**src/rtl/cycle_pkg.sv**
```systemverilog
// Shared types and constants for the cycle sequencer: FSM state encoding,
// position/lap/prescaler widths and the position/lap update helpers.
package cycle_pkg;

  localparam int POS_W = 4;
  localparam int LAP_W = 4;
  localparam int DIV_W = 16;

  localparam logic [LAP_W-1:0] LAP_MAX = 4'd15;

  typedef enum logic [1:0] {
    ST_IDLE  = 2'd0,
    ST_RUN   = 2'd1,
    ST_PAUSE = 2'd2
  } state_t;

  // Next ring position in the given direction; MSB flags a wrap in either direction.
  function automatic logic [POS_W:0] advance_pos(
    input logic [POS_W-1:0] cur,
    input logic             ccw,
    input logic [POS_W-1:0] last_pos
  );
    logic [POS_W:0] res;
    if (ccw) begin
      if (cur == {POS_W{1'b0}}) begin
        res = {1'b1, last_pos};
      end else begin
        res = {1'b0, cur - POS_W'(1)};
      end
    end else begin
      if (cur >= last_pos) begin
        res = {1'b1, {POS_W{1'b0}}};
      end else begin
        res = {1'b0, cur + POS_W'(1)};
      end
    end
    return res;
  endfunction

  // Lap count increment that sticks at LAP_MAX.
  function automatic logic [LAP_W-1:0] sat_inc_lap(input logic [LAP_W-1:0] cur);
    logic [LAP_W-1:0] res;
    if (cur >= LAP_MAX) begin
      res = LAP_MAX;
    end else begin
      res = cur + LAP_W'(1);
    end
    return res;
  endfunction

endpackage

```
**src/rtl/tick_divider.sv**
```systemverilog
// Prescaler for the cycle sequencer. Counts 0..divisor-1 while run is high and
// flags the wrap cycle on tick; the caller registers tick into its step pulse.
// A divisor change is honoured at once: a count already at or beyond the new
// terminal value wraps on the current cycle.
module tick_divider
  import cycle_pkg::*;
(
  input  logic             clk,
  input  logic             rst,
  input  logic             run,
  input  logic             clear,
  input  logic [DIV_W-1:0] divisor,
  output logic             tick
);

  logic [DIV_W-1:0] r_count;
  logic [DIV_W-1:0] w_limit;
  logic             w_at_end;

  // Terminal count for the current divisor and the wrap condition.
  always_comb begin
    w_limit  = {DIV_W{1'b0}};
    w_at_end = 1'b0;
    if (divisor == {DIV_W{1'b0}}) begin
      w_limit = {DIV_W{1'b0}};
    end else begin
      w_limit = divisor - DIV_W'(1);
    end
    w_at_end = (r_count >= w_limit);
    tick     = run & w_at_end;
  end

  // Prescale counter: clears on request, counts/wraps in run, holds otherwise.
  always_ff @(posedge clk or negedge rst) begin
    if (!rst) begin
      r_count <= {DIV_W{1'b0}};
    end else if (clear) begin
      r_count <= {DIV_W{1'b0}};
    end else if (run) begin
      if (w_at_end) begin
        r_count <= {DIV_W{1'b0}};
      end else begin
        r_count <= r_count + DIV_W'(1);
      end
    end else begin
      r_count <= r_count;
    end
  end

endmodule

```
**src/rtl/cycle_sequencer.sv**
```systemverilog
// Run/pause/idle sequencer for a rotating display ring. Drives the datapath
// enable, direction and step pulse, and tracks ring position and lap count.
// Every output comes straight from a register.
module cycle_sequencer
  import cycle_pkg::*;
#(
  parameter int CLK_DIV_BASE  = 4,
  parameter int STEPS_PER_LAP = 12
) (
  input  logic             clk,
  input  logic             rst,
  input  logic             start,
  input  logic             stop,
  input  logic             dir_toggle,
  input  logic [1:0]       speed,
  output logic             en,
  output logic             sel,
  output logic             step,
  output logic [POS_W-1:0] pos,
  output logic [LAP_W-1:0] lap,
  output logic [1:0]       state
);

  localparam logic [POS_W-1:0] LAST_POS = POS_W'(STEPS_PER_LAP - 1);

  state_t           r_state;
  logic             r_en;
  logic             r_sel;
  logic             r_step;
  logic [POS_W-1:0] r_pos;
  logic [LAP_W-1:0] r_lap;

  logic [DIV_W-1:0] w_divisor;
  logic             w_run;
  logic             w_clear;
  logic             w_tick;
  logic [POS_W:0]   w_adv;

  // Divisor selection, prescaler control and the next ring position.
  always_comb begin
    w_divisor = DIV_W'(CLK_DIV_BASE) << speed;
    w_run     = (r_state == ST_RUN);
    // Leaving PAUSE for IDLE is the only way into IDLE after reset.
    w_clear   = (r_state == ST_PAUSE) && stop;
    w_adv     = advance_pos(r_pos, r_sel, LAST_POS);
  end

  tick_divider u_tick_divider (
    .clk     (clk),
    .rst     (rst),
    .run     (w_run),
    .clear   (w_clear),
    .divisor (w_divisor),
    .tick    (w_tick)
  );

  // FSM with registered enable, direction, step pulse and position/lap counters.
  always_ff @(posedge clk or negedge rst) begin
    if (!rst) begin
      r_state <= ST_IDLE;
      r_en    <= 1'b0;
      r_sel   <= 1'b0;
      r_step  <= 1'b0;
      r_pos   <= {POS_W{1'b0}};
      r_lap   <= {LAP_W{1'b0}};
    end else begin
      // Tick is only ever high in RUN, so PAUSE/IDLE never pulse step.
      r_step <= w_tick;

      // Direction flips in any state; a coincident step used the old value above.
      if (dir_toggle) begin
        r_sel <= ~r_sel;
      end else begin
        r_sel <= r_sel;
      end

      // Position advances on the same edge the step pulse is launched.
      if (w_tick) begin
        r_pos <= w_adv[POS_W-1:0];
        if (w_adv[POS_W]) begin
          r_lap <= sat_inc_lap(r_lap);
        end else begin
          r_lap <= r_lap;
        end
      end else begin
        r_pos <= r_pos;
        r_lap <= r_lap;
      end

      case (r_state)
        ST_IDLE: begin
          // Stop wins over a simultaneous start.
          if (start && !stop) begin
            r_state <= ST_RUN;
            r_en    <= 1'b1;
          end else begin
            r_state <= ST_IDLE;
            r_en    <= 1'b0;
          end
        end
        ST_RUN: begin
          if (stop) begin
            r_state <= ST_PAUSE;
            r_en    <= 1'b0;
          end else begin
            r_state <= ST_RUN;
            r_en    <= 1'b1;
          end
        end
        ST_PAUSE: begin
          if (stop) begin
            r_state <= ST_IDLE;
            r_en    <= 1'b0;
            r_pos   <= {POS_W{1'b0}};
            r_lap   <= {LAP_W{1'b0}};
          end else if (start) begin
            r_state <= ST_RUN;
            r_en    <= 1'b1;
          end else begin
            r_state <= ST_PAUSE;
            r_en    <= 1'b0;
          end
        end
        default: begin
          r_state <= ST_IDLE;
          r_en    <= 1'b0;
          r_pos   <= {POS_W{1'b0}};
          r_lap   <= {LAP_W{1'b0}};
        end
      endcase
    end
  end

  assign en    = r_en;
  assign sel   = r_sel;
  assign step  = r_step;
  assign pos   = r_pos;
  assign lap   = r_lap;
  assign state = r_state;

endmodule

```
**config.mk**
```make
export PLATFORM = sky130hd
export DESIGN_NAME = cycle_sequencer
export DESIGN_NICKNAME = d
export VERILOG_FILES = /design/src/rtl/cycle_pkg.sv /design/src/rtl/tick_divider.sv /design/src/rtl/cycle_sequencer.sv
export SDC_FILE = /design/constraint.sdc
export NUM_CORES = 1
export LEC_CHECK = 0
export ABC_AREA = 1
export CORE_ASPECT_RATIO = 0.9
export CORE_UTILIZATION = 54
export DETAILED_ROUTE_END_ITERATION = 10
export GPL_ROUTABILITY_DRIVEN = 1
export PLACE_DENSITY = 0.78
export RECOVER_POWER = 50
export SYNTH_ARGS = -nofsm -noshare
export SYNTH_HDL_FRONTEND = slang
export SYNTH_SLANG_ARGS = --single-unit
export TNS_END_PERCENT = 10
```
**constraint.sdc**
```tcl
create_clock -name clk -period 1.7 [get_ports clk]
set_input_delay 0.255 -clock clk [delete_from_list [all_inputs] [get_ports clk]]
set_output_delay 0.255 -clock clk [all_outputs]
set_load 0.05 [all_outputs]
```
# [Word level (Yosys, flattened, before mapping)]
# Index checks and enable logic that the tools add are counted.
[totals] regBits=29 wordCells=53
[classes] addsub=5 magnitude_cmp=3 eq_ne=2 n_shift=1 muxes=25 bitwise=2 n_reduce_logical=8
[op_table] op="two-way mux 16 bit" count=4
[op_table] op="two-way mux 4 bit" count=6
[op_table] op="adder 16 x 1 -> 16 bit, second input constant" count=1
[op_table] op=">= comparator 16 bit" count=1
[op_table] op="zero test 16 bit" count=1
[op_table] op="case mux 4 bit (2 select lines)" count=2
[op_table] op="left shift 3 x 2 -> 16 bit, first input constant" count=1
[op_table] op="subtractor 16 x 1 -> 16 bit, second input constant" count=1
[op_table] op="two-way mux 5 bit" count=3
[op_table] op="adder 4 x 1 -> 4 bit, second input constant" count=2
[op_table] op=">= comparator 4 bit, second input constant" count=2
[op_table] op="two-way mux 2 bit" count=3
[op_table] op="case mux 2 bit (3 select lines)" count=1
[op_table] op="two-way mux 1 bit" count=5
[op_table] op="zero test 4 bit" count=1
[op_table] op="subtractor 4 x 1 -> 4 bit, second input constant" count=1
[op_table] op="case mux 1 bit (3 select lines)" count=1
[op_table] op="== test 2 x 1 -> 1 bit, second input constant" count=1
[op_table] op="== test 2 bit, second input constant" count=1
[op_table] op="logical AND 1 bit" count=2
[op_table] op="zero test 2 bit" count=1
[op_table] op="nonzero test 2 bit" count=1
[op_table] op="OR reduction 2 bit" count=1
[op_table] op="bitwise AND 1 bit" count=1
[op_table] op="2 further kinds" count=2

# [Logic depth before layout (Yosys ltp)]
# Gate-level depths: netlist (run 1).
[depth] ltp_word=8 ltp_mapped=13

# [Cells and area by module]
# Synthesis (run 1) repeated with hierarchy kept, for this count alone.
[hier_totals] hier_cells=402 area_unflattened_um2=2675.1
[modules_own_cells] module="tick_divider" instances=1 cells_each=294 area_each_um2=1899.3 seq_area_each_um2=400.4
[modules_own_cells] module="cycle_sequencer" instances=1 cells_each=108 area_each_um2=775.7 seq_area_each_um2=300.3

# [Worst setup path before layout (run 1)]
# Ideal clock, no wire load.
[synth_path] path_type="register to register" startpoint="register r_pos[0] (netlist: pos[0])" endpoint="register r_lap[0] (netlist: lap[0])" setup_ns=0.121 arrival_ns=1.596 t_required_ns=1.579 slack_ns=-0.017 stages_incl_launch_ff=11 path_buffers=0 period_less_slack_ns=1.717 path_cell_list="dfrtp_1 > inv_1 > ha_1 > nand2_1 > nand2_1 > nand2_1 > inv_2 > nand3_2 > nand2_1 > nand2_1 > nor2_1"
[synth_via] elab_chain_cells=7 elab_cells_between_ends=9
[synth_lines] item="from (decl)" line="cycle_sequencer.sv:30" text="logic [POS_W-1:0] r_pos;"
[synth_lines] item="from (signal assigned)" line="cycle_sequencer.sv:64" text="r_pos <= {POS_W{1'b0}};"
[synth_lines] item="from (signal assigned)" line="cycle_sequencer.sv:79" text="r_pos <= w_adv[POS_W-1:0];"
[synth_lines] item="from (signal assigned)" line="cycle_sequencer.sv:86" text="r_pos <= r_pos;"
[synth_lines] item=">= comparator 4 bit / zero test 4 bit (equally long branches)" line="cycle_pkg.sv:31, cycle_pkg.sv:25"
[synth_lines] item="two-way mux 5 bit (on tied branches)" line="cycle_pkg.sv:31, cycle_pkg.sv:25"
[synth_lines] item="two-way mux 5 bit (*)" line="cycle_pkg.sv:24" text="if (ccw) begin"
[synth_lines] item="two-way mux 4 bit (*)" line="cycle_sequencer.sv:80" text="if (w_adv[POS_W]) begin"
[synth_lines] item="two-way mux 4 bit (*)" line="cycle_sequencer.sv:78" text="if (w_tick) begin"
[synth_lines] item="two-way mux 4 bit" line="cycle_sequencer.sv:111" text="if (stop) begin"
[synth_lines] item="case mux 4 bit (2 select lines) (*)" line="cycle_sequencer.sv:90" text="case (r_state)"
[synth_lines] item="to (signal assigned)" line="cycle_sequencer.sv:81" text="r_lap <= sat_inc_lap(r_lap);"
[synth_lines] item="to (signal assigned)" line="cycle_sequencer.sv:83" text="r_lap <= r_lap;"
[synth_lines] item="to (signal assigned)" line="cycle_sequencer.sv:115" text="r_lap <= {LAP_W{1'b0}};"
[synth_lines] item="to (decl)" line="cycle_sequencer.sv:31" text="logic [LAP_W-1:0] r_lap;"
# Mark *: on every way between the ends. The rest lies on a longest branch, timed or not.
# A chain may end at the register's enable or synchronous reset.

# [Worst setup path after layout (run 1)]
[layout_path] startpoint="input speed[1]" endpoint="register u_tick_divider.r_count[2]"
[layout_via] elab_chain_cells=7 elab_cells_between_ends=8
[layout_lines] item="from (decl)" line="cycle_sequencer.sv:15" text="input logic [1:0] speed,"
[layout_lines] item="left shift 3 x 2 -> 16 bit (*)" line="cycle_sequencer.sv:41" text="w_divisor = DIV_W'(CLK_DIV_BASE) << speed;"
[layout_lines] item="subtractor 16 x 1 -> 16 bit / zero test 16 bit (equally long branches)" line="tick_divider.sv:27, tick_divider.sv:24"
[layout_lines] item="two-way mux 16 bit (*)" line="tick_divider.sv:24" text="if (divisor == {DIV_W{1'b0}}) begin"
[layout_lines] item=">= comparator 16 bit (*)" line="tick_divider.sv:29" text="w_at_end = (r_count >= w_limit);"
[layout_lines] item="two-way mux 16 bit (*)" line="tick_divider.sv:40" text="if (w_at_end) begin"
[layout_lines] item="two-way mux 16 bit (*)" line="tick_divider.sv:39" text="end else if (run) begin"
[layout_lines] item="two-way mux 16 bit (*)" line="tick_divider.sv:37" text="end else if (clear) begin"
[layout_lines] item="to (signal assigned)" line="tick_divider.sv:36" text="r_count <= {DIV_W{1'b0}};"
[layout_lines] item="to (signal assigned)" line="tick_divider.sv:38" text="r_count <= {DIV_W{1'b0}};"
[layout_lines] item="to (signal assigned)" line="tick_divider.sv:41" text="r_count <= {DIV_W{1'b0}};"
[layout_lines] item="to (decl)" line="tick_divider.sv:16" text="logic [DIV_W-1:0] r_count;"
# Mark *: on every way between the ends. The rest lies on a longest branch, timed or not. The select of a mux whose other input is x is not followed.

==> out/metrics.yaml, run 1 <==
rsz0062_at_grt: "true"
regToRegSetupSlack_ns: 0.09
hold_slack_ns: 0.466
reg2reg_depth: 8
post-route-period-util: 0.956
synth_seq_area_share: 0.444
cap_violations: 0
finalClockSkew_ns: 0.00409
vias: 1352
final_common_cell: "nand2_1"
synth_cell_types: 30
grt_antenna_before_repair: 0
timing.rr.end: "u_tick_divider.r_count[2]$_DFFE_PN0P_"
post-dp-hpwl_mm: 2.55
wl_per_cell_microns: 12.2
final_util: 0.672
crit_chain: "clkdlybuf4s50_1, inv_1, ha_1, a21oi_1, nand2_1, nand2_1, nand2_2, inv_1, nand2_1, o22ai_1"
maxSlewHeadroom: 0.552
root_buffer: "clkbuf_4"
clock.fmax_ghz: 0.615
synth_fp_nets: 217
finalWorstSetupSlack_ns: 0.0748
final_layout_size_suffix_gt1_frac: 0.181
fin_crit_ns: 1.63
p_leak_nw: 1.01
firstDrtPassIters: 4
cts_buffer_depth: 2
grt_first_pass_wirelength_mm: 5.20
mostFrequentLayoutCells: "45 x nand2_1, 31 x inv_1, 29 x nor2_1, 26 x dfrtp_1, 16 x buf_4"
synthCells: 201
critPathCaptureType: "flip-flop"
dieArea_sq_um: 3140
wirelength_mm: 3.26
final_cells: 266
cpPeakStageDelay_ns: 0.50
path_max_fanout: 6
core_sq_um: 2770
grt_max_degree: 29
grtUsageTotal: 0.224
start_util: 0.570
die_w_microns: 59.0
status: "finished, final reports clean"
dp.cells: 260
crit_path_start_kind: "primary input"
drc: 0
fin_nets: 243
finalHoldViolCount: 0
cellPowerDensity_nw_per_um2: 1380
diodes: 0
peakVddDrop_v: 0.000806
setup_viol: 0
holdBufCountCts: 0
path_depth: 10
worstSetupEndpoint: "u_tick_divider.r_count[2]$_DFFE_PN0P_"
tritoncts: "done"
required_ns: 1.95
dr.first_iter.drc_count: 33
arrival_ns: 1.88
syn_area_sq_um: 1580
cp_common_cell: "nand2_1"
avgSynthCellArea_sq_um: 7.85
cts_buffers: 3
insertion_delay_ns: 0.33
tightest_slew_ns: 0.672
ys_warn_count: 0
crit_family: "buffers and inverters"
min_path_type: "in -> async"
cts_sinks: 28
portBuffers: 19
crit_slowest_cell: "clkdlybuf4s50_1"
cp_num_buf_inv: 3
vias_per_cell: 5.08
detail-route-antenna-nets: 0
grt_overflow_total: 0
startpoint: "speed[1]"
maxSlewViolCount: 0
gp_congestion: 0.777
die_y_microns: 53.3
reg2reg_from: "u_tick_divider.r_count[3]$_DFFE_PN0P_"
cts.clk_slew.worst_paths_ns: 0.14
synthToLayoutAreaGrowth_pct: 17.9
pre_cts_ws_ns: -0.355
rows: 18
grt_pass1_vias: 1230
worstSetupPathType: "in -> reg"
htree_levels: 1
ys_ff_latch: 28
ios: 20
## worst reg2reg max path: stages, from the launching register on
cell and delay (ns):
dfrtp_1 0.43, ha_1 0.32, a21oi_1 0.14, nand2_1 0.07, nand2_1 0.07, nand2_2 0.09, inv_1 0.08, nand2_1 0.15
o22ai_1 0.18
## metal layers
layer	wire [microns]	vias to the layer above	GRT usage
met5	0	-	0
met4	57	0	0.0754
met2	1710	29	0.417
met1	1380	641	0.264
li1	-	675	-
met3	102	7	0.0293
## cell families (layout without fill, tap and decap cells)
kind of cell | Yosys count | in the layout | synth area share
buffers and inverters | 39 | 64 | 0.102
xor gates and xnor gates | 6 | 6 | 0.0333
and+or+nand+nor | 97 | 97 | 0.270
DFF | 28 | 28 | 0.444
adders and majority gates | 9 | 9 | 0.0714
other | 1 | 1 | 0.00238
AOI/OAI and AO/OA | 21 | 21 | 0.0769
## metrics by stage
step,area [sq um],power (W),setup TNS (ns)
2_1_floorplan,1580,0.00189,0
3_3_place_gp,1800,0.00217,-3.13
3_5_place_dp,1800,0.00226,-4.44
4_1_cts,1820,0.00255,0
5_1_grt,1860,0.00274,-0.267
6_report,1860,0.00257,0
## report_power, final
part	switching (W)	internal [W]
combinational	0.000839	0.000466
clock	0.000192	0.0000922
sequential	0.000191	0.000788
## flip-flops by register name, summed over array words and instances, names as in the netlist
register                count
lap                         4
step                        1
u_tick_divider.r_count     16
sel                         1
state                       2
pos                         4
## how the worst min path moves through the flow
| stage | depth (start not counted) | end |
|---|---|---|
| finish | 2 | u_tick_divider.r_count[3]$_DFFE_PN0P_ |
| CTS | 2 | u_tick_divider.r_count[7]$_DFFE_PN0P_ |
| detailed placement | 2 | u_tick_divider.r_count[14]$_DFFE_PN0P_ |
| global route | 2 | sel$_DFFE_PN0P_ |
| global placement | 2 | u_tick_divider.r_count[11]$_DFFE_PN0P_ |
| floorplan | 0 | lap[0]$_DFF_PN0_ |
## layout make-up
| class | instances | area (sq um) |
|---|---|---|
| clock buffer | 4 | 26.3 |
| fill | 243 | 910 |
| inverter | 36 | 140 |
| multi-input combinational | 134 | 736 |
| sequential | 28 | 703 |
| tap | 40 | 50.0 |
| timing repair buffer | 24 | 205 |
## cells in the mapped netlist
master	number	share of area
nor2_1	29	0.069
buf_2	1	0.0032
xor2_1	4	0.022
xnor2_1	2	0.011
o22ai_1	4	0.016
nand2_2	1	0.0040
inv_4	1	0.0040
inv_1	31	0.074
a22oi_1	1	0.0048
nand2_4	1	0.0071
ha_1	9	0.071
o21ai_0	8	0.025
buf_4	1	0.0048
a21oi_1	4	0.013
a21oi_2	1	0.0056
conb_1	1	0.0024
nor3_4	1	0.010
nand3_1	6	0.019
nand4_1	2	0.0079
nand3_2	1	0.0063
a2bb2oi_1	1	0.0056
nor2_2	2	0.0079
a31oi_1	1	0.0040
nor3_1	6	0.019
nand2_1	47	0.11
dfrtp_1	28	0.44
o21ai_1	1	0.0032
buf_6	1	0.0071
inv_2	4	0.0095
nor2_4	1	0.0071
## timing repair
action / CTS / global route
endpoints found under the setup margin: 1 / 15
resized for setup: 1 / 8
cloned: 0 / 0
setup buffers: 0 / 2
No activity file was read; power rests on OpenSTA's default activity.
==> run 2: changes to the inputs <==
SLEW_MARGIN = 20   (was not set)
==> results of run 2 <==
No change in the layout: final DEF, timing and power equal those of run 1.
==> run 3: changes to the inputs <==
CORE_MARGIN = 2   (was not set)
==> out/metrics.yaml, run 3 (synthesized netlist as in run 1, its figures left out) <==
drc: 0  # unchanged
finalWorstSetupSlack_ns: 0.0613  # was 0.0748 ns
mostFrequentLayoutCells: "45 x nand2_1, 31 x inv_1, 29 x nor2_1, 26 x dfrtp_1, 16 x buf_4"  # unchanged
finalClockSkew_ns: 0.00584  # was 0.00409 ns
startpoint: "speed[1]"  # unchanged
grt_max_degree: 16  # was 29
final_common_cell: "nand2_1"  # unchanged
ios: 20  # unchanged
switching_share: 0.461  # was 0.476
htree_levels: 1  # unchanged
p_int_w: 0.00140  # was 0.00135 W
multi_input_area_sq_um: 759  # was 736 sq um
portBuffers: 19  # unchanged
rsz0062_at_grt: "true"  # unchanged
rows: 18  # unchanged
holdBufCountCts: 0  # unchanged
tritoncts: "done"  # unchanged
min_path_type: "in -> async"  # unchanged
hold_slack_ns: 0.247  # was 0.466 ns
cts_sinks: 28  # unchanged
cap_violations: 0  # unchanged
pwr-share-comb: 0.503  # was 0.508
maxSlewViolCount: 0  # unchanged
pwr-share-seq: 0.373  # was 0.381
pwr-share-clk: 0.124  # was 0.111
p_switching_w: 0.00120  # was 0.00122 W
post-dp-hpwl_mm: 2.36  # was 2.55 mm
critPathCaptureType: "flip-flop"  # unchanged
arrival_ns: 1.89  # was 1.88 ns
cts_buffers: 3  # unchanged
firstDrtPassIters: 4  # unchanged
synthToLayoutAreaGrowth_pct: 20.2  # was 17.9%
grt_overflow_total: 0  # unchanged
gp_congestion: 0.844  # was 0.777
status: "finished, final reports clean"  # unchanged
detail-route-antenna-nets: 0  # unchanged
grt_pass1_vias: 1237  # was 1230
setup_viol: 0  # unchanged
vias_per_cell: 4.97  # was 5.08
required_ns: 1.96  # was 1.95 ns
grt_antenna_before_repair: 0  # unchanged
fillers: 232  # was 243
worstSetupPathType: "in -> reg"  # unchanged
p_leak_nw: 1.02  # was 1.01 nW
cellPowerDensity_nw_per_um2: 1370  # was 1380 nW/um^2
peakVddDrop_v: 0.000990  # was 0.000806 V
die_w_microns: 61.0  # was 59.0 microns
maxSlewHeadroom: 0.547  # was 0.552
fin_nets: 244  # was 243
fin_crit_ns: 1.64  # was 1.63 ns
seq_area_sq_um: 703  # unchanged
grtUsageTotal: 0.204  # was 0.224
dr.first_iter.drc_count: 33  # unchanged
vias: 1326  # was 1352
crit_path_start_kind: "primary input"  # unchanged
path_max_fanout: 6  # unchanged
reg2reg_from: "pos[0]$_DFF_PN0_"  # was u_tick_divider.r_count[3]$_DFFE_PN0P_
wirelength_mm: 3.20  # was 3.26 mm
tightest_slew_ns: 0.679  # was 0.672 ns
core_sq_um: 2770  # unchanged
largest_register: "u_tick_divider.r_count"  # unchanged
largest_reg_flops: 16  # unchanged
root_buffer: "clkbuf_4"  # unchanged
cts.clk_slew.worst_paths_ns: 0.14  # about the same
start_util: 0.570  # unchanged
final.setup.tns_ns: 0  # unchanged
regToRegSetupSlack_ns: 0.10  # was 0.09 ns
cts_buffer_depth: 2  # unchanged
post-route-period-util: 0.964  # was 0.956
grt_first_pass_wirelength_mm: 5.21  # was 5.20 mm
clock.fmax_ghz: 0.610  # was 0.615 GHz
finalHoldViolCount: 0  # unchanged
pre_cts_ws_ns: -0.375  # was -0.355 ns
insertion_delay_ns: 0.33  # about the same
die_y_microns: 55.3  # was 53.3 microns
final_layout_size_suffix_gt1_frac: 0.189  # was 0.181
dieArea_sq_um: 3370  # was 3140 sq um
wl_per_cell_microns: 12.0  # was 12.2 microns
diodes: 0  # unchanged
==> run 3: path summary, 6_finish.rpt <==
kind / end / cells after the start
hold reg to reg: u_tick_divider.r_count[15]$_DFFE_PN0P_ / 2
max in group asynchronous: u_tick_divider.r_count[2]$_DFFE_PN0P_ / 2
setup / recovery: u_tick_divider.r_count[4]$_DFFE_PN0P_ / 10
hold / removal: u_tick_divider.r_count[15]$_DFFE_PN0P_ / 1
min in group clk: sel$_DFFE_PN0P_ / 2
setup reg to reg: lap[3]$_DFF_PN0_ / 9
==> run 3: power groups by stage <==
stage	registers (W)	logic (W)	clock network, W
final	0.000967	0.00131	0.000323
after detailed placement	0.000983	0.00125	0
after CTS	0.000971	0.00125	0.000331
after global placement	0.000969	0.00121	0
after global routing	0.000995	0.00145	0.000363
after floorplan	0.00121	0.000681	0
==> run 3: area by class of cell <==
cell class,count,area share
Clock buffer,4,0.0191
Tap cell,40,0.0264
Inverter,36,0.0739
Multi-Input combinational cell,134,0.400
Timing Repair Buffer,25,0.109
Sequential cell,28,0.371
==> run 3: through the flow <==
stage          instances  power, W  utilization  area, sq um
2_1_floorplan        201   0.00189            -         1580
3_3_place_gp         261   0.00218        0.652         1810
3_5_place_dp         261   0.00223        0.652         1810
4_1_cts              265   0.00256        0.666         1840
5_1_grt              267   0.00280        0.685         1900
6_report             267   0.00259        0.685         1900
==> run 3: timing repair <==
item | in CTS | in global routing
setup buffers | 0 | 2
pin swaps | 0 | 1
endpoints found under the setup margin | 2 | 14
resized for setup | 2 | 12
==> run 3: per-layer routing <==
metal  global-route usage  share of wire  up-vias
met4               0.0621          0.014        0
li1                     -              -      675
met2                0.327           0.50       27
met1                0.263           0.44      618
met3               0.0609          0.043        6
met5                    0              0        -
==> run 3: worst max-delay path: stages <==
cell and delay [ns]:
clkdlybuf4s50_1 0.50, inv_1 0.06, ha_1 0.29, a21oi_1 0.16, nand2_1 0.07, nand2_1 0.09, nand2_4 0.08, inv_1 0.11
nand2_2 0.12, o22ai_1 0.15
==> edit 1: new RTL, flow settings as in run 1 <==
Register the output `lap` once more; this adds one clock of latency there. The other outputs are not delayed to match. Comments in the files are not updated.
--- a/src/rtl/cycle_sequencer.sv
+++ b/src/rtl/cycle_sequencer.sv
@@ -137,3 +137,5 @@
   assign pos   = r_pos;
-  assign lap   = r_lap;
+  always_ff @(posedge clk) begin
+    lap <= r_lap;
+  end
   assign state = r_state;
Formal check against the unedited RTL: not equivalent (a bounded check fails within 10 cycles, from zero or initial values and one cycle with rst low).
==> edit 1 against run 1 <==
Area after synthesis up 9.3%. Sequential cell count increased by 4. Design area rose by 11%. Die area is 8.9% higher. Power is 19% higher. Routed wire length shrank 6.6%. Worst setup slack gained 0.0033 ns. Largest cell class unchanged.
==> edit 1: results (changes against run 1) <==
[status]
status = complete, no violations

[pwr]
ir_worst_vdd_mv = 1.133  ; +41%
leakage_nw = 1.114  ; +11%
p_comb_share_pct = 47.7  ; -3.1 points
fin_total_pwr_mw = 3.049  ; +19%
internal_power_mw = 1.634  ; +21%

[placed_design]
place.gp.congestion = 0.8594  ; +11%

[grt]
grt_first_pass_wirelength_mm = 5.499  ; +5.9%
grt_use_met2_pct = 31.80  ; -9.9 points
grtUsageMet1_pct = 30.76  ; +4.4 points
grt_pass1_vias = 1261  ; +2.5%
grtUsageMet3_pct = 6.279  ; +3.3 points

[cts]
path_clk_slew_ns = 0.10  ; -0.04 ns

[critical_path]
crit_family = simple AND/OR/NAND/NOR gates
critical_path.max_stage_delay_ns = 0.43  ; -0.07 ns
critPathLaunch = u_tick_divider.r_count[2]
critical_path_peak_fanout = 7  ; +1

[detailed_routing]
met1Wirelength_mm = 1.527  ; +11%
drtIter0Drc = 60  ; +82%
dr_wl_met3_um = 141  ; +38%

[yosys]
synthArstFlopShare_pct = 87.50  ; -13 points
synthXorXnorAreaFrac_pct = 1.524  ; -1.8 points
synth_common_cells = 41 x nand2_1, 36 x nor2_1, 34 x inv_1, 28 x dfrtp_1, 17 x nand3_1

[hold_path]
hp-class = reg -> reg

[final_layout]
areaGrowthSynthToFinish_pct = 20.17
drive_gt1_share_pct = 19.51  ; +1.4 points

[sta]
skew_ns = 0.007885  ; +0.003798 ns

-- edit 1: cell count changes in the layout (fill, tap and decap cells not counted), sizes merged, moves of 4 or more --
cell,run 1,this run
buf,17,13
dfxtp,0,4
dlymetal6s2s,0,4
nand2,49,45
nand3,7,18
nor2,32,44
nor3,7,2
o21ai,9,15
-- edit 1: how the worst max path moves through the flow --
stage	endpoint	slack, ns	cells after the start
floorplan	r_lap[0]	0.02	10
global placement	pos[2]	-0.22	10
detailed placement	u_tick_divider.r_count[3]	-0.30	10
CTS	lap[2]	0.002	1
global route	pos[3]	-0.05	10
finish	u_tick_divider.r_count[5]	0.08	8
-- edit 1: cell type report --
cell class | instances | area [um^2]
well taps | 42 | 52.55
multi-input cells | 144 | 820.8
fillers | 241 | 970.9
repair buffers | 24 | 211.5
clock inverters | 2 | 10.01
clock buffers | 6 | 51.30
inverters | 38 | 145.1
flip-flops and latches | 32 | 780.7
==> edit 2: new RTL, flow settings as in run 1 <==
Made on the original files. The package constant `POS_W` goes from 4 to 6.
--- a/src/rtl/cycle_pkg.sv
+++ b/src/rtl/cycle_pkg.sv
@@ -4,3 +4,3 @@
 
-  localparam int POS_W = 4;
+  localparam int POS_W = 6;
   localparam int LAP_W = 4;
Ports: changed (resized pos); port bits go from 20 to 22. No check against the original RTL was run, so the function may have changed too.
==> edit 2 against run 1 <==
Non-clock buffer count up 4. Area after synthesis up 15%. First-iteration DRC count up 94%. Worst setup slack better by 0.0047 ns. Power up 52%. Design area up 20%. Global-route usage down 1.9 points. Sequential cell count up 2. Via count up 9.8%. Routed wire length up 3.0%. Clock power up 110%. Critical path type is now reg -> reg. Critical endpoint is now pos[5]. Largest power group unchanged.
==> edit 2: results (changes against run 1) <==
[status]
status = complete, no violations

[yosys]
synth.area.mux_share_pct = 0  ; unchanged
synth_compound_area_share_pct = 7.740  ; +0.048 points
ys_seq_area_share_pct = 41.47  ; -2.9 points
synth_nets = 240  ; +11%
synth_top_family_by_area = simple AND/OR/NAND/NOR gates
synthXorXnorAreaFrac_pct = 3.386  ; +0.056 points
synth_cells = 224  ; +11%
synthAdderAreaFrac_pct = 6.220  ; -0.92 points
synth_common_cells = 41 x nand2_1, 36 x nor2_1, 33 x inv_1, 30 x dfrtp_1, 14 x o21ai_0
synthArstFlopShare_pct = 100.0  ; unchanged
synth_area_leaders = dfrtp_1 41%, nand2_1 8.5%, nor2_1 7.5%, inv_1 6.8%, ha_1 6.2%
synth_cell_types = 29  ; -3.3%
yosysWarnings = 0  ; unchanged

[grt]
grt_first_pass_wirelength_mm = 5.526  ; +6.4%
grt_pass1_vias = 1264  ; +2.8%
grt_max_degree = 31  ; +6.9%
grt_usage_pct = 20.48  ; -1.9 points

[detailed_routing]
routed_wl_mm = 3.353  ; +3.0%
vias_per_cell = 4.963  ; -2.4%
vias = 1484  ; +9.8%
drtIter0Drc = 64  ; +94%

[critical_path]
worst-endpoint-arrival_ns = 1.80  ; -0.08 ns
r2r_start = u_tick_divider.r_count[5]
r2r_cells = 10  ; +2
reg2reg_to = pos[5]
critical_path_peak_fanout = 10  ; +4

[pwr]
ir_worst_vdd_mv = 1.320  ; +64%
leakage_nw = 1.133  ; +13%

[cts]
cts_buffers = 5  ; +2
clk_latency_ns = 0.29  ; -0.04 ns
path_clk_slew_ns = 0.07  ; -0.07 ns
cts-root-buf = clkbuf_8
htreeDepth = 2  ; +1

[sta]
fin_crit_sh_pct = 95.32  ; -0.28 points
skew_ns = 0.007642  ; +0.003555 ns
worstMarginPinSlew_ns = 0.7330  ; +0.06073 ns
hold_slack_ns = 0.4948  ; +0.02857 ns

[final_layout]
nets = 272  ; +12%
drive_gt1_share_pct = 22.57  ; +4.4 points
final.fill_count = 255  ; +4.9%

[placed_design]
portBuffers = 21  ; +2
place.gp.congestion = 0.8384  ; +7.9%
dp_hpwl_mm = 2.250  ; -12%
dp.cells = 287  ; +10%
place_ws_ns = -0.3349  ; +0.02003 ns

[hold_path]
hp-start = u_tick_divider.r_count[13]
hp-class = reg -> reg

## edit 2: what timing repair did
action,4_1_cts,5_1_grt
pin swaps,1,7
setup buffers,1,3
endpoints found under the setup margin,9,16
resized for setup,3,8
## edit 2: how the worst max path moves through the flow
stage                                   start     end  cells past startpoint
detailed placement                   speed[1]  pos[0]                     11
floorplan                              pos[1]  pos[3]                      8
finish              u_tick_divider.r_count[5]  pos[5]                     10
CTS                                  speed[1]  lap[1]                     12
global placement                     speed[1]  pos[0]                     11
global route        u_tick_divider.r_count[5]  lap[1]                     10
## edit 2: area by class of cell
cell class	instances	area [um^2]	area share, %
clock buffer	6	82.58	3.704
clock inverter	2	12.51	0.5612
inverter	36	142.6	6.397
multi-input combinational	155	942.2	42.26
sequential	30	752.0	33.73
tap	42	52.55	2.357
timing repair buffer	28	245.2	11.00
## edit 2: worst max-delay path: stages, from the launching register on
cell and delay, ns:
dfrtp_1 0.41, ha_4 0.28, nand2_1 0.07, nor2_2 0.14, nand2_2 0.09, nand4_4 0.16
nand2_4 0.10, inv_6 0.11, nand2_1 0.05, nand2_1 0.05, nor2_1 0.04
## edit 2: per-stage QoR
| stage | total power, mW | utilization (%) | instance area (um^2) |
|---|---|---|---|
| global placement | 3.218 | 66.09 | 2058 |
| finish | 3.914 | 71.60 | 2230 |
| detailed placement | 3.243 | 66.09 | 2058 |
| CTS | 3.898 | 69.95 | 2178 |
| floorplan | 2.736 | - | 1812 |
| global route | 4.162 | 71.60 | 2230 |
## edit 2: metal layers
metal	global-route usage, %	part of all wire, %
met1	25.46	46
met2	32.41	48
met3	7.200	4.3
met4	8.970	0.81
met5	0	0
## edit 2: cells by family after synthesis
kind of cell / count (synthesis)
AO/OA/AOI/OAI: 26
XOR/XNOR: 7
adder cells (fa/ha/maj): 9
buffers and inverters: 39
flip-flops: 30
other: 1
AND/OR/NAND/NOR: 112
## edit 2: power by group
part / switching [mW] / total, mW / internal (mW)
clock network: 0.285 / 0.610 / 0.325
logic: 1.31 / 2.12 / 0.810
registers: 0.299 / 1.18 / 0.883
